## src/rtl/mem_access_unit.sv

```systemverilog
// Load/store initiator for a word-addressed data memory: sub-word loads with
// sign/zero extension, read-modify-write for byte/halfword stores.
module mem_access_unit #(
  parameter int ADDR_W = 18
) (
  input  logic              clk,
  input  logic              rst_n,
  input  logic              req,
  input  logic              req_we,
  input  logic [1:0]        req_size,
  input  logic              req_signed,
  input  logic [ADDR_W-1:0] req_adress,
  input  logic [31:0]       req_wdata,
  output logic              ready,
  output logic              done,
  output logic              err,
  output logic [31:0]       rdata,
  output logic [ADDR_W-1:0] mem_adress,
  output logic [31:0]       mem_write_data,
  output logic              mem_write,
  output logic              mem_read,
  input  logic [31:0]       mem_read_data
);

  typedef enum logic [1:0] {IDLE, READ, WRITE, DONE} state_t;

  state_t            state;
  logic              we_q;
  logic [1:0]        size_q;
  logic              signed_q;
  logic [ADDR_W-1:0] addr_q;
  logic [31:0]       wdata_q;
  logic [31:0]       word_buf;
  logic              err_q;
  logic [31:0]       rdata_q;

  function automatic logic misaligned(input logic [1:0] size, input logic [1:0] off);
    case (size)
      2'b00:   return 1'b0;
      2'b01:   return off[0];
      2'b10:   return off != 2'b00;
      default: return 1'b1;
    endcase
  endfunction

  function automatic logic [31:0] load_extract(input logic [31:0] word, input logic [1:0] off,
                                               input logic [1:0] size, input logic sgn);
    logic signed [7:0]  b;
    logic signed [15:0] h;
    b = 8'(word >> {off, 3'b000});
    h = off[1] ? word[31:16] : word[15:0];
    case (size)
      2'b00:   return sgn ? 32'(b) : {24'b0, b};
      2'b01:   return sgn ? 32'(h) : {16'b0, h};
      default: return word;
    endcase
  endfunction

  // Replace only the addressed lane of the buffered word.
  function automatic logic [31:0] merge_lane(input logic [31:0] word, input logic [31:0] wdata,
                                             input logic [1:0] off, input logic [1:0] size);
    logic [31:0] mask;
    logic [31:0] data;
    if (size == 2'b00) begin
      mask = 32'h0000_00FF << {off, 3'b000};
      data = {24'b0, wdata[7:0]} << {off, 3'b000};
    end else begin
      mask = off[1] ? 32'hFFFF_0000 : 32'h0000_FFFF;
      data = off[1] ? {wdata[15:0], 16'b0} : {16'b0, wdata[15:0]};
    end
    return (word & ~mask) | (data & mask);
  endfunction

  always_ff @(posedge clk) begin
    if (!rst_n) begin
      state    <= IDLE;
      we_q     <= 1'b0;
      size_q   <= 2'b00;
      signed_q <= 1'b0;
      addr_q   <= '0;
      wdata_q  <= '0;
      word_buf <= '0;
      err_q    <= 1'b0;
      rdata_q  <= '0;
    end else begin
      case (state)
        IDLE: begin
          if (req) begin
            we_q     <= req_we;
            size_q   <= req_size;
            signed_q <= req_signed;
            addr_q   <= req_adress;
            wdata_q  <= req_wdata;
            if (misaligned(req_size, req_adress[1:0])) begin
              err_q <= 1'b1;
              state <= DONE;
            end else if (req_we && req_size == 2'b10) begin
              state <= WRITE;
            end else begin
              state <= READ;
            end
          end
        end
        READ: begin
          word_buf <= mem_read_data;
          if (!we_q) begin
            rdata_q <= load_extract(mem_read_data, addr_q[1:0], size_q, signed_q);
            state   <= DONE;
          end else begin
            state <= WRITE;
          end
        end
        WRITE: state <= DONE;
        DONE: begin
          err_q <= 1'b0;
          state <= IDLE;
        end
        default: state <= IDLE;
      endcase
    end
  end

  assign ready = (state == IDLE);
  assign done  = (state == DONE);
  assign err   = err_q;
  assign rdata = rdata_q;

  assign mem_write_data = (size_q == 2'b10) ? wdata_q
                                            : merge_lane(word_buf, wdata_q, addr_q[1:0], size_q);

  // mem_write follows rst_n so a reset landing on the WRITE cycle cancels the store.
  always_comb begin
    mem_adress = '0;
    mem_read   = 1'b0;
    mem_write  = 1'b0;
    case (state)
      READ: begin
        mem_adress = {addr_q[ADDR_W-1:2], 2'b00};
        mem_read   = 1'b1;
      end
      WRITE: begin
        mem_adress = {addr_q[ADDR_W-1:2], 2'b00};
        mem_write  = rst_n;
      end
      default: ;
    endcase
  end

endmodule

```

## config.mk

```make
export PLATFORM = sky130hd
export DESIGN_NAME = mem_access_unit
export DESIGN_NICKNAME = d
export VERILOG_FILES = /design/src/rtl/mem_access_unit.sv
export SDC_FILE = /design/constraint.sdc
export NUM_CORES = 1
export LEC_CHECK = 0
export ABC_AREA = 1
export ABC_CLOCK_PERIOD_IN_PS = 2300
export CORE_MARGIN = 4
export CORE_UTILIZATION = 51
export CTS_CLUSTER_SIZE = 10
export DETAILED_ROUTE_END_ITERATION = 7
export GPL_ROUTABILITY_DRIVEN = 0
export GPL_TIMING_DRIVEN = 0
export PLACE_DENSITY = 0.86
export SETUP_SLACK_MARGIN = 0.3
export SYNTH_ARGS = -nofsm -noshare
export SYNTH_HDL_FRONTEND = slang
export SYNTH_SLANG_ARGS = --single-unit
```

## constraint.sdc

```tcl
create_clock -name clk -period 2.3 [get_ports clk]
set_input_delay 0.23 -clock clk [delete_from_list [all_inputs] [get_ports clk]]
set_output_delay 0.23 -clock clk [all_outputs]
set_load 0.02 [all_outputs]
```

# Word level (Yosys, flattened, before mapping)
# Index checks and enable logic that the tools add are counted.
dict set report op_classes {
  mux 24
  shift 3
  n_eq_ne 9
  reduce_logical 10
  bitwise_logic 5
}
# cell n
set op_table {}
lappend op_table {{$mux W32} 7}
lappend op_table {{$and A32 B32 Y32} 2}
lappend op_table {{$pmux W32 S2} 1}
lappend op_table {{$not A32 Y32} 1}
lappend op_table {{$or A32 B32 Y32} 1}
lappend op_table {{$shl A8 B5 Y32} 1}
lappend op_table {{$shl A8 B5 Y32 const A} 1}
lappend op_table {{$shr A32 B5 Y8} 1}
lappend op_table {{$mux W18} 1}
lappend op_table {{$mux W16} 1}
lappend op_table {{$eq A2 B2 Y1 const B} 4}
lappend op_table {{$mux W1} 8}
lappend op_table {{$pmux W2 S4} 1}
lappend op_table {{$eq A2 B1 Y1 const B} 3}
lappend op_table {{$logic_not A2 Y1} 3}
lappend op_table {{$mux W2} 3}
lappend op_table {{$reduce_and A2 Y1} 2}
lappend op_table {{$reduce_bool A2 Y1} 2}
lappend op_table {{$pmux W1 S3} 1}
lappend op_table {{$reduce_and A3 Y1} 1}
lappend op_table {{$ne A2 B1 Y1 const B} 1}
lappend op_table {{$ne A2 B2 Y1 const B} 1}
lappend op_table {{$pmux W1 S2} 1}
lappend op_table {{$reduce_or A2 Y1} 1}
lappend op_table {{other kinds (2)} 2}
dict set report totals {
  elab_cells 60
  in_bits 89
  register_bits 121
}

# Logic depth before layout (Yosys ltp)
# Gate-level depths: netlist of run 1.
dict set report depth {
  word_depth 8
  ltp_mapped 10
  depth_no_buf 8
}

# Worst setup path before layout of run 1
# Ideal clock, no wire load.
dict set report synth_path {
  kind {flip-flop to flip-flop}
  startpoint {register state[1]}
  endpoint {register rdata_q[26], in the netlist rdata[26]}
  setup_slack_ps 595
  required_time_ps 2187
  arrival_time_ps 1592
  synth_period_minus_slack_ps 1705
  setup_time_ps 113
  stages_incl_launch_ff 10
  cell_sequence {dfxtp_1 > inv_1 > ha_1 > inv_2 > nor2_2 > buf_2 > buf_2 > o21ai_0 > o21ai_1 > inv_1}
}
dict set report synth_between {
  elab_chain_len 2
}
# element line_no
set synth_rtl {}
lappend synth_rtl {{from (decl)} 27} ;# state_t state;
lappend synth_rtl {{from (signal assigned)} 76} ;# state <= IDLE;
lappend synth_rtl {{from (signal assigned)} 96} ;# state <= DONE;
lappend synth_rtl {{from (signal assigned)} 98} ;# state <= WRITE;
lappend synth_rtl {{$eq A2 B1 Y1} 86} ;# case (state)
lappend synth_rtl {{$reduce_and A2 Y1 (no source line)} -}
lappend synth_rtl {{to (signal assigned)} 107} ;# rdata_q <= load_extract(mem_read_data, addr_q[1:0], size_q, signed_q);
lappend synth_rtl {{to (decl)} 35} ;# logic [31:0] rdata_q;
# Every way passes these cells.
# A chain may end at the register's enable or synchronous reset.

# Worst setup path after layout of run 1
dict set report layout_path {
  startpoint {register size_q[1]}
  endpoint {output port mem_write_data[14]}
}
dict set report layout_between {
  elab_chain_len 6
  word_cells_on_any_way 9
  classes_between {eq/ne: 1; mux: 3; bitwise: 4; reduce/logical: 1}
}
# element line_no
set layout_rtl {}
lappend layout_rtl {{from (decl)} 29} ;# logic [1:0] size_q;
lappend layout_rtl {{from (signal assigned)} 90} ;# size_q <= req_size;
lappend layout_rtl {{$logic_not A2 Y1} 64} ;# if (size == 2'b00) begin
lappend layout_rtl {{$mux W32} 64}
lappend layout_rtl {{$not A32 Y32} 71} ;# return (word & ~mask) | (data & mask);
lappend layout_rtl {{$and A32 B32 Y32} 71}
lappend layout_rtl {{$or A32 B32 Y32} 71}
lappend layout_rtl {{$mux W32 *} 128} ;# assign mem_write_data = (size_q == 2'b10) ? wdata_q
lappend layout_rtl {{to (decl)} 19} ;# output logic [31:0] mem_write_data,
# Every way passes the cells marked *; elsewhere a longest branch is shown, timed or not.

==> run metrics, run 1 <==
outcome finished, final reports clean; WP data arrival about 2 ns; Final Util roughly four fifths; DRC viols 0; CTS tree done; Final min period 2.246 ns; I/O Pins 176; Clock Latency Late Sink approximately 0.42 ns; CP Launch Point size_q[1]; pre-CTS WS -0.1005 ns; count of hold-fix buffers inserted at cts 0; actual slew at the worst max-slew pin 0.5568 ns; number of port buffers between 150 and 200; Chip Height approximately 120 um; crit path max fanout 8; reg2reg start state[0]; share of the synthesized area in the top cell type just over 40%; final setup TNS 0 ns; clock sink count ~120; vias per cell slightly below 6; Total GRT Usage 32.21%; worst vdd ir between 0.9 and 1 mV; Nets 1199; die area 13330 um^2; CTS root buffer clkbuf_16; CTS Buf Count 17; # diodes 0; core area 11080 um^2; Die W 115.4 um; Rows 38; WS Path Type reg2out; initial core utilization roughly 53%; clock slew at reported path FFs 0.06 ns; Worst Hold Class in2reg; Hold Fails Final Rpt 0; Synth cell types 31; EDFF count, synth 0; type of origin of the critical path flop; yosys synthesis warning count 0; maximum clock rate around 0.45 GHz; worst rel slew slack 62.88%; Main synth FF type dfxtp_1; post-route cell area 8895 um^2; grt ovf 0; Initial DRT Pass Iterations 6; first-pass GRT wire length 33330 um; Finish-stage setup viols 0; share of layout cells above drive strength 1 17.52%; Maximum Capacitance Violations 0; number of nets with antenna violations after routing 0; placement-stage cell area 7787 um^2; Worst setup EP type output port; HP Start rst_n; FFs w/ async S/R, synth 0%; Mapped Avg Cell Area 6.600 um^2; mapped cell area 5887 um^2; Post-Syn Instances 892; Leak 3.994 nW; clock buffer depth 2; H-tree Lvls 4; top-count cell post-synth nor2_1; vias in the first global route approximately 6600; hold slack 0.3868 ns; RSZ-0062 raised after global routing true; synth cell count leaders 181 x nor2_1, 134 x o21ai_0, 124 x nand2_1; dominant cells by area after synthesis dfxtp_1 41%, nor2_1 12%, o21ai_0 11%, a21oi_1 8.4%, nand2_1 7.9%; DR iter-0 viols around 1400; Cell Pwr Density 1473 nW/um^2; routed len/inst 19.28 um; routed vias roughly 7400; DP Wirelength 15460 um; setup ws final 0.05403 ns; Layout area overhead 51.09%; crit share post-route slightly below 100%; routed wire length about 24000 um; Pins Over Slew Limit 0; Worst Skew between 0.006 and 0.007 ns; number of synthesized register bits 121; largest net degree at the start of global routing 17; dominant cell type by area after synthesis dfxtp_1; Required @ worst endpoint 2.07 ns; sequential area share after synthesis 41.15%; initial antenna violation count 0
repair_timing:
item / CTS / global route
endpoints found under the hold margin: 0 / 0
buffers inserted: 9 / 10
gates resized for setup: 260 / 94
pin swaps: 14 / 19
endpoints found under the setup margin: 80 / 112
cloned: 2 / 1
per-layer routing:
metal  GRT usage [%]  routed length [um]  vias to the layer above  share of wire (%)
met5               0                   0                        -                  0
met4           17.76                1738                        0                7.2
met1           38.49                8231                     3253                 34
met2           52.08               10900                      642                 45
met3           9.504                3408                      203                 14
li1                -                   -                     3334                  -
logic make-up (layout without fill, tap and decap cells):
kind of cell / after synthesis / count (layout) / share of synthesized area (%)
DFF: 121 / 121 / 41.15
buffers and inverters: 150 / 374 / 10.27
other: 1 / 2 / 0.06370
adders and majority gates: 4 / 4 / 0.8502
AOI/OAI and AO/OA: 288 / 289 / 25.42
and+or+nand+nor: 328 / 329 / 22.25
state kept, by name, summed over array words and instances (netlist names):
name      count
addr_q       18
err           1
rdata        32
signed_q      1
size_q        2
state         2
wdata_q      32
we_q          1
word_buf     32
layout make-up:
| cell class | instances | area, um^2 |
|---|---|---|
| inverter | 93 | 371.6 |
| buffer | 57 | 334.1 |
| sequential | 121 | 2430 |
| multi-input combinational | 624 | 3203 |
| clock buffer | 21 | 460.4 |
| fill | 723 | 2183 |
| tap | 140 | 175.2 |
| clock inverter | 11 | 98.84 |
| timing repair buffer | 192 | 1822 |
where the power goes:
group | internal, mW | switching [mW]
registers | 2.86 | 0.557
clock network | 1.54 | 1.03
logic | 2.81 | 4.31
total | 7.21 | 5.90
stage by stage:
step / power (mW) / cells
after floorplan: 6.773 / 893
after global placement: 9.149 / 1205
after detailed placement: 9.229 / 1205
after CTS: 12.01 / 1248
after global routing: 13.68 / 1259
final: 13.10 / 1259
placed cells by master, fill, tap and decap left out, types with 7 or more instances in the layout:
| cell type | n |
|---|---|
| dfxtp_1 | 117 |
| nor2_1 | 179 |
| nand2_1 | 123 |
| clkbuf_1 | 31 |
| a21oi_1 | 66 |
| a211oi_1 | 7 |
| o21ai_1 | 29 |
| buf_2 | 18 |
| a21oi_4 | 10 |
| nand4_1 | 9 |
| o21ai_0 | 134 |
| inv_1 | 81 |
| clkbuf_16 | 18 |
| clkdlybuf4s50_1 | 122 |
| a21oi_2 | 24 |
| buf_4 | 38 |
| buf_6 | 18 |
critical path, cell delays in order, from the launching register on:
cell     delay, ns
dfxtp_1       0.30
buf_6         0.12
nor2_4        0.24
buf_6         0.15
a21oi_4       0.08
inv_4         0.14
a21oi_1       0.10
a21oi_1       0.25
buf_4         0.20
final timing paths:
check                            end  slack, ns  cells past startpoint
hold / removal             rdata[17]       0.39                      5
hold reg to reg           addr_q[12]       0.48                      2
setup reg to reg            rdata[3]       0.35                      8
setup / recovery  mem_write_data[14]       0.05                      8
Note: power is estimated with default switching activity, not from simulation.
==> run 2, diff against run 1 <==
Settings changed: CORE_MARGIN 4 to not set, GPL_TIMING_DRIVEN 0 to not set.
==> run 2 against run 1 <==
Via count is 7.0% lower. Routed wire length fell by 12%. Final cell count decreased by 4.0%. Core utilization shrank 2.4 points. Maximum frequency grew 7.3%. Setup slack better by 0.15 ns. Die area shrank 10%. Register-to-register slack better by 0.16 ns. Worst hold slack worse by 0.19 ns. Global-route usage increased by 2.4 points.
==> run metrics, run 2 (synthesis gave the netlist of run 1 again) <==
final setup TNS 0 ns (unchanged); clock buffer depth 2 (unchanged); placement-stage cell area 7715 um^2 (-0.93%); DP Wirelength 13690 um (-11%); DRC viols 0 (unchanged); Nets 1149 (-4.2%); clock sink count 121 (unchanged); WP data arrival 1.86 ns (-0.16 ns); Leak 3.894 nW (-2.5%); reg2reg end rdata[3]; Total GRT Usage 34.57% (+2.4 points); Required @ worst endpoint 2.07 ns (about the same); worst r2r path cells 8 (unchanged); grt ovf 0 (unchanged); initial antenna violation count 0 (unchanged); CTS root buffer clkbuf_16; outcome finished, final reports clean; Maximum Capacitance Violations 0 (unchanged); maximum clock rate 0.4780 GHz (+7.3%); crit path buf inv count 3 (-1); core area 11030 um^2 (-0.43%); initial core utilization 53.37% (+0.23 points); Pins Over Slew Limit 0 (unchanged); post-route cell area 8596 um^2 (-3.4%); slowest CP cell dfxtp_2; worst vdd ir 0.9874 mV (+2.7%); Worst Hold Class in2reg; CTS tree done; worst rel slew slack 51.75% (-11 points); Finish-stage setup viols 0 (unchanged); Die W 109.4 um (-5.2%); Clock Latency Late Sink 0.41 ns (about the same); Chip Height 109.4 um (-5.2%); CP dominant cell by count a21oi_1; area occupied by multi-input gates 3112 um^2 (-2.9%); number of nets with antenna violations after routing 0 (unchanged); Hold Fails Final Rpt 0 (unchanged); routed wire length 21260 um (-12%); actual slew at the worst max-slew pin 0.7229 ns (+0.1661 ns); RSZ-0062 raised after global routing true; crit path max fanout 9 (+1); vias in the first global route 6280 (-5.5%); CTS Buf Count 17 (unchanged); type of origin of the critical path flop; Worst setup EP type output port; I/O Pins 176 (unchanged); largest net degree at the start of global routing 68 (+51); Final min period 2.092 ns (-0.1537 ns); clock slew at reported path FFs 0.06 ns (about the same); routed len/inst 17.58 um (-8.8%); H-tree Lvls 4 (unchanged); count of hold-fix buffers inserted at cts 0 (unchanged); Crit path max-delay family compound AO/OA/AOI/OAI gates; # diodes 0 (unchanged); Layout area overhead 46.01%; Setup crit end mem_write_data[9]; routed vias 6912 (-7.0%); die area 11980 um^2 (-10%); crit share post-route 90.97% (-6.7 points); share of layout cells above drive strength 1 16.37% (-1.1 points); Crit path depth 6 (-2); vias per cell 5.717 (-3.2%); Worst Skew 0.006492 ns (-0.000001470 ns); CP Launch Point addr_q[0]; Cell Pwr Density 1471 nW/um^2 (-0.14%); number of port buffers 173 (+0.58%); DR iter-0 viols 884 (-35%); Seq. cell area 2437 um^2 (+0.31%); Rows 38 (unchanged); Initial DRT Pass Iterations 7 (+1); CP max stage delay 0.46 ns (+0.16 ns); most common cell after layout, fill and taps aside nor2_1; crit-path cells inv_2, a21oi_4, inv_4, a21oi_1, a21oi_1, buf_4; first-pass GRT wire length 31620 um (-5.2%); WS Path Type reg2out; most frequent cells in the layout 179 x nor2_1, 134 x o21ai_0, 121 x clkdlybuf4s50_1, 117 x nand2_1, 115 x dfxtp_1; fillcell total 787 (+8.9%); R2R Setup Slk 0.51 ns (+0.16 ns); worst hold path depth 3 (-2); reg2reg start state[1]
-- run 2: changes by cell type in the layout (fill, tap and decap cells not counted), sizes merged, moves of 2 or more --
| cell | change |
|---|---|
| buf | -19 |
| bufinv | +2 |
| clkinv | -3 |
| clkinvlp | -2 |
| clkbuf | -31 |
| inv | +5 |
-- run 2: final cells by class --
class | count | share of cell area, %
Multi-Input combinational cell | 623 | 36.20
Timing Repair Buffer | 200 | 21.94
Sequential cell | 121 | 28.36
Clock inverter | 13 | 1.936
Clock buffer | 19 | 5.269
Inverter | 93 | 4.265
Tap cell | 140 | 2.038
-- run 2: repair_timing --
action	CTS	global route
setup buffers	4	3
pin swaps	5	13
hold endpoints to repair	0	0
cloned	1	1
resized for setup	211	79
setup endpoints to repair	49	50
-- run 2: power by group --
part           internal [mW]  total (mW)  switching (mW)
Sequential              2.87        3.46           0.589
Combinational           2.49        6.37            3.87
Clock                   1.77        2.82            1.05
Total                   7.13        12.6            5.51
-- run 2: metal layers --
metal  part of all wire (%)  vias to the layer above  track usage (%)
met5                      0                        -                0
met3                     11                      134            10.20
met4                    6.1                        0            18.10
li1                       -                     3216                -
met2                     46                      497            56.83
met1                     37                     3065            40.72
-- run 2: worst min-delay path by stage --
stage	slack (ns)	start	to
finish	0.20	rst_n	word_buf[28]
global route	0.20	rst_n	word_buf[27]
CTS	0.19	rst_n	word_buf[29]
detailed placement	0.47	addr_q[10]	addr_q[10]
global placement	0.46	addr_q[13]	addr_q[13]
floorplan	0.36	mem_read_data[0]	word_buf[0]
-- run 2: tightest hold or removal path, stage by stage --
cell     delay, ns
buf_2         0.19
o21ai_0       0.10
a21oi_1       0.04
-- run 2: stage by stage --
stage,util (%),hold slack (ns),setup slack (ns),total power [mW],cells
detailed placement,69.94,0.4719,0.09740,9.167,1168
CTS,75.74,0.1915,0.2485,11.89,1205
floorplan,-,0.3649,0.5952,6.773,893
global placement,69.94,0.4618,0.1467,9.079,1168
global route,77.93,0.1970,0.1304,13.32,1209
finish,77.93,0.1991,0.2077,12.64,1209
==> run 3, diff against run 2 <==
Settings changed: CAP_MARGIN set to 20.
==> results of run 3 <==
Same layout as run 2: the final DEF is identical, and so are final timing and power.
